**config.mk**
```make
export PLATFORM = sky130hd
export DESIGN_NAME = vip_axi4_rd_slave_resp
export DESIGN_NICKNAME = d
export VERILOG_FILES = /design/src/rtl/vip_axi4_rd_slave_resp.sv
export SDC_FILE = /design/constraint.sdc
export NUM_CORES = 1
export LEC_CHECK = 0
export CORE_ASPECT_RATIO = 0.75
export CORE_MARGIN = 5
export CORE_UTILIZATION = 55
export CTS_CLUSTER_DIAMETER = 150
export DETAILED_ROUTE_END_ITERATION = 6
export HOLD_SLACK_MARGIN = 0.03
export PLACE_DENSITY = 0.77
export SKIP_CTS_REPAIR_TIMING = 1
export SLEW_MARGIN = 10
export SYNTH_ARGS = -nofsm -noshare
export SYNTH_HDL_FRONTEND = slang
export SYNTH_SLANG_ARGS = --single-unit
export TNS_END_PERCENT = 20
```
**constraint.sdc**
```tcl
create_clock -name clk -period 13 [get_ports clk]
set_input_delay 1.95 -clock clk [delete_from_list [all_inputs] [get_ports clk]]
set_output_delay 1.95 -clock clk [all_outputs]
set_load 0.005 [all_outputs]
```
**src/rtl/vip_axi4_rd_slave_resp.sv**
```systemverilog
// -----------------------------------------------------------------------------
// vip_axi4_rd_slave_resp
//
// AXI4 read-channel responder. Accepts one read burst at a time on AR, walks
// the burst addresses (FIXED / INCR / WRAP) and reads a word-organised
// synchronous RAM with one cycle of read latency. The returned words go through
// a 2-entry output buffer that drives the R channel, so R backpressure is fully
// supported and no beat is ever dropped.
//
// Optional feature (macro VIP_AXI4_RD_SLAVE_ERR_CHECK_EN):
//   defined   - illegal bursts (reserved burst type, oversize beats, WRAP with
//               an illegal length, INCR crossing 4 KB) become error bursts:
//               same beat count and rlast, every beat SLVERR with rdata = 0,
//               and no memory reads.
//   undefined - no checking; reserved bursts behave as INCR, rresp is OKAY.
//
// Ports:
//   clk, rst           clock and synchronous active-high reset
//   ar*                AXI4 read address channel (slave side)
//   r*                 AXI4 read data channel (slave side)
//   mem_rd_en/addr     RAM read strobe and word address
//   mem_rd_data        RAM read data, valid the cycle after mem_rd_en
//
// Handshake rule: a transfer happens on a rising edge where valid and ready
// are both high. Once rvalid is raised, rvalid/rid/rdata/rresp/rlast stay
// stable until rready is seen high. arready is high only in IDLE.
// -----------------------------------------------------------------------------
module vip_axi4_rd_slave_resp #(
  parameter int ID_WIDTH_P       = 4,
  parameter int ADDR_WIDTH_P     = 32,
  parameter int DATA_WIDTH_P     = 32,
  parameter int MEM_ADDR_WIDTH_P = ADDR_WIDTH_P - $clog2(DATA_WIDTH_P / 8)
) (
  input  logic                        clk,
  input  logic                        rst,
  input  logic [ID_WIDTH_P-1:0]       arid,
  input  logic [ADDR_WIDTH_P-1:0]     araddr,
  input  logic [7:0]                  arlen,
  input  logic [2:0]                  arsize,
  input  logic [1:0]                  arburst,
  input  logic                        arvalid,
  output logic                        arready,
  output logic [ID_WIDTH_P-1:0]       rid,
  output logic [DATA_WIDTH_P-1:0]     rdata,
  output logic [1:0]                  rresp,
  output logic                        rlast,
  output logic                        rvalid,
  input  logic                        rready,
  output logic                        mem_rd_en,
  output logic [MEM_ADDR_WIDTH_P-1:0] mem_rd_addr,
  input  logic [DATA_WIDTH_P-1:0]     mem_rd_data
);

  localparam int BYTE_SHIFT = $clog2(DATA_WIDTH_P / 8);

  localparam logic [1:0] BURST_FIXED = 2'b00;
  localparam logic [1:0] BURST_INCR  = 2'b01;
  localparam logic [1:0] BURST_WRAP  = 2'b10;
  localparam logic [1:0] BURST_RSVD  = 2'b11;
  localparam logic [1:0] RESP_OKAY   = 2'b00;
  localparam logic [1:0] RESP_SLVERR = 2'b10;

  typedef enum logic {
    ST_IDLE  = 1'b0,
    ST_BURST = 1'b1
  } state_e;

  typedef struct packed {
    logic [ID_WIDTH_P-1:0]   id;
    logic [DATA_WIDTH_P-1:0] data;
    logic [1:0]              resp;
    logic                    last;
  } beat_t;

  state_e state_q, state_d;

  // Latched burst descriptor
  logic [ID_WIDTH_P-1:0]   id_q;
  logic [ADDR_WIDTH_P-1:0] addr_q;
  logic [7:0]              len_q;
  logic [2:0]              size_q;
  logic [1:0]              burst_q;
  logic                    err_q;
  logic [7:0]              beat_cnt_q;
  logic                    issue_active_q;  // beats still to be issued

  // Read in flight: data arrives on mem_rd_data this cycle
  logic pend_valid_q;
  logic pend_last_q;
  logic pend_err_q;

  // 2-entry output buffer
  beat_t      fifo_q [2];
  logic       rd_ptr_q;
  logic       wr_ptr_q;
  logic [1:0] count_q;

  logic                    ar_hs;
  logic                    pop;
  logic                    issue;
  logic                    ar_err;
  logic [2:0]              occ_after_pop;
  logic [ADDR_WIDTH_P-1:0] size_b;
  logic [ADDR_WIDTH_P-1:0] span;
  logic [ADDR_WIDTH_P-1:0] wrap_low;
  logic [ADDR_WIDTH_P-1:0] wrap_inc;
  logic [ADDR_WIDTH_P-1:0] incr_next;
  logic [ADDR_WIDTH_P-1:0] next_addr;
  beat_t                   push_beat;

  assign ar_hs = arvalid & arready;
  assign pop   = rvalid & rready;

  // Occupancy the buffer will have once the in-flight read lands and the
  // current pop retires. A new read is only allowed if it still fits.
  assign occ_after_pop = {1'b0, count_q} + {2'b00, pend_valid_q} - {2'b00, pop};
  assign issue = (state_q == ST_BURST) && issue_active_q && (occ_after_pop < 3'd2);

  // ---------------------------------------------------------------------------
  // Burst legality check on the incoming AR request
  // ---------------------------------------------------------------------------
`ifdef VIP_AXI4_RD_SLAVE_ERR_CHECK_EN
  logic [ADDR_WIDTH_P-1:0] ar_size_b;
  logic [ADDR_WIDTH_P-1:0] ar_last_byte;

  assign ar_size_b    = ADDR_WIDTH_P'(1) << arsize;
  assign ar_last_byte = (araddr & ~(ar_size_b - ADDR_WIDTH_P'(1)))
                      + ar_size_b * (ADDR_WIDTH_P'(arlen) + ADDR_WIDTH_P'(1))
                      - ADDR_WIDTH_P'(1);
  assign ar_err = (arburst == BURST_RSVD)
               || (arsize > 3'(BYTE_SHIFT))
               || ((arburst == BURST_WRAP) && !(arlen inside {8'd1, 8'd3, 8'd7, 8'd15}))
               || ((arburst == BURST_INCR) && ((araddr >> 12) != (ar_last_byte >> 12)));
`else
  assign ar_err = 1'b0;
`endif

  // ---------------------------------------------------------------------------
  // Next beat address
  // ---------------------------------------------------------------------------
  assign size_b    = ADDR_WIDTH_P'(1) << size_q;
  assign span      = size_b * (ADDR_WIDTH_P'(len_q) + ADDR_WIDTH_P'(1));
  assign wrap_low  = addr_q & ~(span - ADDR_WIDTH_P'(1));
  assign wrap_inc  = addr_q + size_b;
  // First INCR beat may be unaligned; aligning before the add fixes that.
  assign incr_next = (addr_q & ~(size_b - ADDR_WIDTH_P'(1))) + size_b;

  always_comb begin
    next_addr = incr_next;  // INCR and (unchecked) reserved
    case (burst_q)
      BURST_FIXED: next_addr = addr_q;
      BURST_WRAP:  next_addr = ((wrap_inc - wrap_low) >= span) ? wrap_low : wrap_inc;
      default:     next_addr = incr_next;
    endcase
  end

  // ---------------------------------------------------------------------------
  // FSM: state register / next state / outputs
  // ---------------------------------------------------------------------------
  always_ff @(posedge clk) begin
    if (rst) state_q <= ST_IDLE;
    else     state_q <= state_d;
  end

  always_comb begin
    state_d = state_q;
    case (state_q)
      ST_IDLE:  if (ar_hs) state_d = ST_BURST;
      ST_BURST: if (pop && rlast) state_d = ST_IDLE;
      default:  state_d = ST_IDLE;
    endcase
  end

  always_comb begin
    // Held low while reset is asserted so reset-time outputs are all zero.
    arready     = (state_q == ST_IDLE) && !rst;
    mem_rd_en   = issue && !err_q;
    mem_rd_addr = MEM_ADDR_WIDTH_P'(addr_q >> BYTE_SHIFT);
    rvalid      = (count_q != 2'd0);
    rid         = fifo_q[rd_ptr_q].id;
    rdata       = fifo_q[rd_ptr_q].data;
    rresp       = fifo_q[rd_ptr_q].resp;
    rlast       = fifo_q[rd_ptr_q].last;
  end

  // ---------------------------------------------------------------------------
  // Burst tracking and issue stage
  // ---------------------------------------------------------------------------
  always_ff @(posedge clk) begin
    if (rst) begin
      id_q           <= '0;
      addr_q         <= '0;
      len_q          <= '0;
      size_q         <= '0;
      burst_q        <= '0;
      err_q          <= 1'b0;
      beat_cnt_q     <= '0;
      issue_active_q <= 1'b0;
      pend_valid_q   <= 1'b0;
      pend_last_q    <= 1'b0;
      pend_err_q     <= 1'b0;
    end else begin
      pend_valid_q <= issue;
      pend_last_q  <= issue && (beat_cnt_q == 8'd0);
      pend_err_q   <= issue && err_q;
      if (ar_hs) begin
        id_q           <= arid;
        addr_q         <= araddr;
        len_q          <= arlen;
        size_q         <= arsize;
        burst_q        <= arburst;
        err_q          <= ar_err;
        beat_cnt_q     <= arlen;
        issue_active_q <= 1'b1;
      end else if (issue) begin
        addr_q <= next_addr;
        if (beat_cnt_q == 8'd0) issue_active_q <= 1'b0;
        else                    beat_cnt_q     <= beat_cnt_q - 8'd1;
      end
    end
  end

  // ---------------------------------------------------------------------------
  // Output buffer
  // ---------------------------------------------------------------------------
  always_comb begin
    push_beat.id   = id_q;
    push_beat.data = pend_err_q ? '0 : mem_rd_data;
    push_beat.resp = pend_err_q ? RESP_SLVERR : RESP_OKAY;
    push_beat.last = pend_last_q;
  end

  always_ff @(posedge clk) begin
    if (rst) begin
      fifo_q[0] <= '0;
      fifo_q[1] <= '0;
      rd_ptr_q  <= 1'b0;
      wr_ptr_q  <= 1'b0;
      count_q   <= 2'd0;
    end else begin
      if (pend_valid_q) begin
        fifo_q[wr_ptr_q] <= push_beat;
        wr_ptr_q         <= ~wr_ptr_q;
      end
      if (pop) rd_ptr_q <= ~rd_ptr_q;
      count_q <= count_q + {1'b0, pend_valid_q} - {1'b0, pop};
    end
  end

endmodule

```
Word-level counts from Yosys, hierarchy flattened --
Memory sizes are Yosys's and may differ from the RTL's. A register that Yosys moved wholly into a read port is not among the register bits. Index checks and enable logic that the tools add are counted.
Storage, ports and cells: output and inout port bits 72, register bits 65, bits in writable memories 74, memories 1
Memory list:
- fifo_q | words 2, width 37, rd ports 1, clocked after Yosys merged registers in 1, wr ports 2, line 93 | beat_t fifo_q [2];
Cells by class: bitwise gates (word level) 9, muxes and demuxes 23, eq/ne operators 3, $lt $le $gt $ge 2, reduce and logical (&&, ||, !) cells 15, add/sub/neg operators 11, shift operators 1, multiply operators 1
Operators by type and width (count):
- two-way mux 32 bit | 3
- adder 32 bit | 2
- bitwise AND 32 bit | 2
- NOT 32 bit | 2
- case mux 32 bit (2 select lines) | 1
- subtractor 32 x 1 -> 32 bit (second input constant) | 2
- two-way mux 37 bit | 1
- OR reduction 37 bit | 1
- >= comparator 32 bit | 1
- multiplier 32 x 9 -> 32 bit | 1
- << shifter 1 x 3 -> 32 bit (first input constant) | 1
- subtractor 32 bit | 1
- two-way mux 8 bit | 3
- two-way mux 1 bit | 14
- adder 8 x 1 -> 9 bit (second input constant) | 1
- logical NOT 8 bit | 1
- subtractor 8 x 1 -> 8 bit (second input constant) | 1
- AND reduction 2 bit | 3
- nonzero test 2 bit | 3
- logical AND 1 bit | 5
- inequality test 2 bit (second input constant) | 2
- adder 2 x 1 -> 3 bit | 1
- < comparator 3 x 2 -> 1 bit (second input constant) | 1
- NOT 1 bit | 3
- other kinds (8) | 9

Depth between registers and ports, before layout --
word-level depth 11, depth in mapped cells 41

Least setup slack after synthesis --
OpenSTA, ideal clock, no wires.
path kind reg2reg, from reg size_q[2], to reg addr_q[29], data arrival time 9.143 ns, buffers on the path 3, required time 12.884 ns, library setup time 0.116 ns, stages on the path, launching flop included 37, setup slack 3.742 ns, clock period less this slack 9.258 ns, path through dfxtp_1 -> buf_2 -> nor3b_1 -> clkinv_1 -> nor2_1 -> fa_1 -> fa_1 -> fa_1 -> inv_1 -> fa_1 -> inv_1 -> ha_1 -> and2_4 -> a221o_1 -> or3_1 -> a21oi_2 -> nand3_1 -> nor3_2 -> xor2_1 -> and2_1 -> inv_1 -> ha_1 -> and4_1 -> clkbuf_1 -> and3_1 -> a22oi_1 -> nand2_1 -> xnor2_1 -> ha_1 -> a221oi_1 -> o2111ai_1 -> nor4b_2 -> and4_1 -> clkbuf_1 -> nand2_4 -> mux2_4 -> a31o_1
Between the ends: cells in the longest elaborated chain, start to end 11, elaborated cells on any way between the ends 16
Ends and longest elaborated chain:
- start: declaration | line 81 | logic [2:0] size_q;
- start signal: assignment | line 210 | size_q <= arsize;
- << shifter 1 x 3 -> 32 bit (*) | line 141 | assign size_b = ADDR_WIDTH_P'(1) << size_q;
- multiplier 32 x 9 -> 32 bit | line 142 | assign span = size_b * (ADDR_WIDTH_P'(len_q) + ADDR_WIDTH_P'(1));
- subtractor 32 x 1 -> 32 bit | line 143 | assign wrap_low = addr_q & ~(span - ADDR_WIDTH_P'(1));
- NOT 32 bit | line 143
- bitwise AND 32 bit | line 143
- subtractor 32 bit | line 152 | BURST_WRAP: next_addr = ((wrap_inc - wrap_low) >= span) ? wrap_low : wrap_inc;
- >= comparator 32 bit | line 152
- two-way mux 32 bit | line 152
- case mux 32 bit (2 select lines) (*) | line 150 | case (burst_q)
- two-way mux 32 bit (*) | line 215 | end else if (issue) begin
- two-way mux 32 bit (*) | line 206 | if (ar_hs) begin
- end signal: assignment | line 208 | addr_q <= araddr;
- end signal: assignment | line 216 | addr_q <= next_addr;
- end: declaration | line 79 | logic [ADDR_WIDTH_P-1:0] addr_q;
Mark *: on every way between the ends. The rest lies on a longest branch, timed or not. The select of a mux whose other input is x is not followed. A chain may end at the register's enable or synchronous reset.

Final worst setup path --
from reg size_q[0], to reg addr_q[5]
The elaborated chain is that of the path after synthesis.

==> impl_metrics.py <==
metrics = {
    "setup_path": {
        "cp-end-kind": "register",
        "cpMostUsedCell": "fa_1",
        "cp.arrival_ns": 11.52,
        "startpoint_type": "register",
        "cpPeakStageDelay_ns": 0.92,
        "crit_required_ns": 13.34,
        "path_buf_inv": 4,
        "crit_family": "simple AND/OR/NAND/NOR gates",
        "critPathSlowestCell": "nor3b_1",
        "crit_fanout": 21,
        "worstSetupPathType": "register to register",
    },
    "detailed_routing": {
        "vias": 12900,
        "drt_iter0_markers": 1511,
        "post_drt_wl_per_cell_um": 20.7,
        "dr.pass1.iters": 6,
        "drc_errors": 0,
        "ant_nets": 0,
        "viasPerCell": 6.15,
        "routed_wirelength_mm": 43.5,
    },
    "logic_synthesis": {
        "ys_seq_elements": 140,
        "synthFlopType": "edfxtp_1",
        "muxShareOfSynthArea": 0.0389,
        "ys_types": 94,
        "synth_top_family_by_area": "simple AND/OR/NAND/NOR gates",
        "avgSynthCellArea_um2": 8.32,
        "synth_edf_count": 74,
        "ys_seq_area_frac": 0.253,
        "synth.yosys.warnings": 0,
        "netlist_area_um2": 14000,
        "yosys.area_share.simple": 0.225,
        "synth_compound_area_frac": 0.170,
        "yosys.area_share.xor_xnor": 0.0782,
        "synth_async_sr_flop_share": 0,
        "syn_inst": 1684,
        "synthAdderAreaFrac": 0.162,
    },
    "sta": {
        "worst_pin_slew_ns": 1.14,
        "fmax_mhz": 89.4,
        "fin_crit_sh": 0.860,
        "final.setup_skew_ns": 0.0114,
        "slew_viol_final": 0,
        "maxSlewHeadroom": 0.240,
        "setup_viol": 0,
        "fin_setup_tns_ns": 0,
        "min_period_ns": 11.18,
        "whs_ns": 0.475,
        "finalHoldViolCount": 0,
        "rsz0062_at_grt": "no",
    },
    "final_layout": {
        "layout_common_cells": "200 x nand2_1, 153 x clkdlybuf4s50_1, 138 x nor2_1, 107 x ha_1, 106 x inv_1",
        "utilization": 0.639,
        "fill_cells": 2120,
        "syn_to_final_growth_pct": 14.0,
        "drive_gt1_frac": 0.0697,
        "layout_commonest_cell": "nand2_1",
        "stdcell_count": 2103,
        "nets": 1989,
    },
    "clock_network": {
        "clk_pin_slew_ns": 0.07,
        "cts_htree_levels": 4,
        "numCtsBuffers": 17,
        "cts.path.max_buffers": 2,
        "tritoncts": "built",
        "clock_sinks": 140,
        "cts-root-buf": "clkbuf_16",
        "clk_latency_ns": 0.42,
    },
    "power_and_ir_drop": {
        "vdd_drop_max_uv": 125,
        "combPwrFrac": 0.467,
        "power.share.clock": 0.244,
        "seqPwrFrac": 0.289,
        "switching_power_uw": 751,
        "p_total_mw": 1.90,
        "internal_power_mw": 1.15,
        "pwr_density_cell_nw_per_um2": 119,
        "swShare": 0.395,
        "p_leak_nw": 6.52,
    },
    "grt": {
        "grt_overflow": 0,
        "grt_max_degree": 55,
        "grt_usage": 0.293,
        "grt_pass1_wl_mm": 68.0,
        "grt_pass1_vias": 12100,
        "antenna_found_initial": 0,
    },
    "place": {
        "place_congestion": 1.04,
        "dpl.cell_count": 2070,
        "numPortBuffers": 154,
        "dp_hpwl_mm": 33.6,
    },
    "die": {
        "coreArea_um2": 25000,
        "fp.dieH_um": 148,
        "dieArea_um2": 28800,
        "ios": 157,
        "start_util": 0.560,
        "rows": 50,
        "die_width_um": 194,
    },
    "worst_hold_path": {
        "hold_path_class": "register to register",
    },
    "run": {
        "maxCapViolCount": 0,
    },
    "status": {
        "status": "finished clean",
    },
}
## stage by stage
stage          worst slack [ns]  instance area [um^2]
2_1_floorplan              3.74                 14000
3_3_place_gp               2.18                 15400
3_5_place_dp               2.15                 15400
4_1_cts                    2.04                 16000
5_1_grt                   0.998                 16000
6_report                   1.82                 16000
## power groups by stage
stage                     clock [mW]  sequential [mW]  combinational (mW)
after floorplan                    0            0.531               0.619
after global placement             0            0.555               0.855
after detailed placement           0            0.557               0.868
after CTS                      0.468            0.548               0.876
after global routing           0.490            0.555               0.968
final                          0.465            0.550               0.888
## worst reg2reg max path, delay by kind of cell (launching register included)
kind | cells | cell delay, ns
mux | 1 | 0.40
compound gates | 10 | 2.34
fa+ha+maj | 7 | 3.12
flops | 1 | 0.63
buf+inv | 4 | 0.90
simple gates | 10 | 3.15
xor+xnor | 2 | 0.56
## routing by layer
layer | global-route usage | part of all wire | vias up
li1 | - | - | 6011
met4 | 0.0850 | 0.029 | 0
met2 | 0.440 | 0.43 | 751
met1 | 0.424 | 0.43 | 6082
met3 | 0.0700 | 0.11 | 97
met5 | 0 | 0 | -
## logic make-up (layout without fill, tap and decap cells)
family	after synthesis	in the layout
XOR/XNOR	120	120
adder cells (fa/ha/maj)	154	154
AND/OR/NAND/NOR	633	633
other	1	3
AO/OA/AOI/OAI	364	364
flip-flops	140	140
buffers and inverters	223	302
multiplexers	49	49
## sequential cells by signal, indices dropped and copies added, names as in the netlist, 2 cells and up, named ones only
register,cells
fifo_q,74
beat_cnt_q,8
burst_q,2
count_q,2
size_q,3
id_q,4
len_q,8
addr_q,32
## final timing paths
check / depth (start not counted) / start / end / slack, ns
min: 2 / id_q[0] / id_q[0] / 0.47
max: 34 / size_q[0] / addr_q[5] / 1.82
min reg2reg: 2 / id_q[0] / id_q[0] / 0.47
max reg2reg: 34 / size_q[0] / addr_q[5] / 1.82
## synthesized netlist by cell type, types with 6 or more instances
master    instances  area, um^2
xnor2_1          67         587
mux2_2           40         450
o31ai_1           6        45.0
o21ai_0          89         445
nand4_1          22         138
nor3b_1           8        60.1
a22oi_1          12        90.1
fa_1             46         921
a211oi_1         17         128
a21o_1           16         120
a31oi_1          25         156
nand2b_1         18         113
o211ai_1         16         120
inv_1           105         394
buf_2             6        30.0
a21oi_1          89         445
ha_1            107        1340
and3_1           17         106
nand2_1         200         751
a221oi_1          7        61.3
mux2i_1           8        80.1
buf_4            35         263
and2_1           92         576
dfxtp_1          66        1320
o221ai_1          6        52.6
edfxtp_1         74        2220
nor3_1           35         175
nor2_1          138         518
o21a_1           13        97.6
or3_1            14        87.6
xor2_1           50         438
clkbuf_1         65         244
nor2b_1          11        68.8
nand3_1          39         195
a21boi_0          7        52.6
or2_2             6        37.5
## area by class of cell
cell class | instances | area (um^2) | share of cell area
clock buffers | 17 | 425 | 0.0266
flip-flops and latches | 140 | 3540 | 0.222
diodes | 1 | 2.50 | 0.000157
repair buffers | 163 | 1600 | 0.100
multi-input cells | 1322 | 9450 | 0.591
well taps | 338 | 423 | 0.0265
inverters | 107 | 402 | 0.0251
clock inverters | 15 | 130 | 0.00814
No activity file was read; power rests on OpenSTA's default activity.
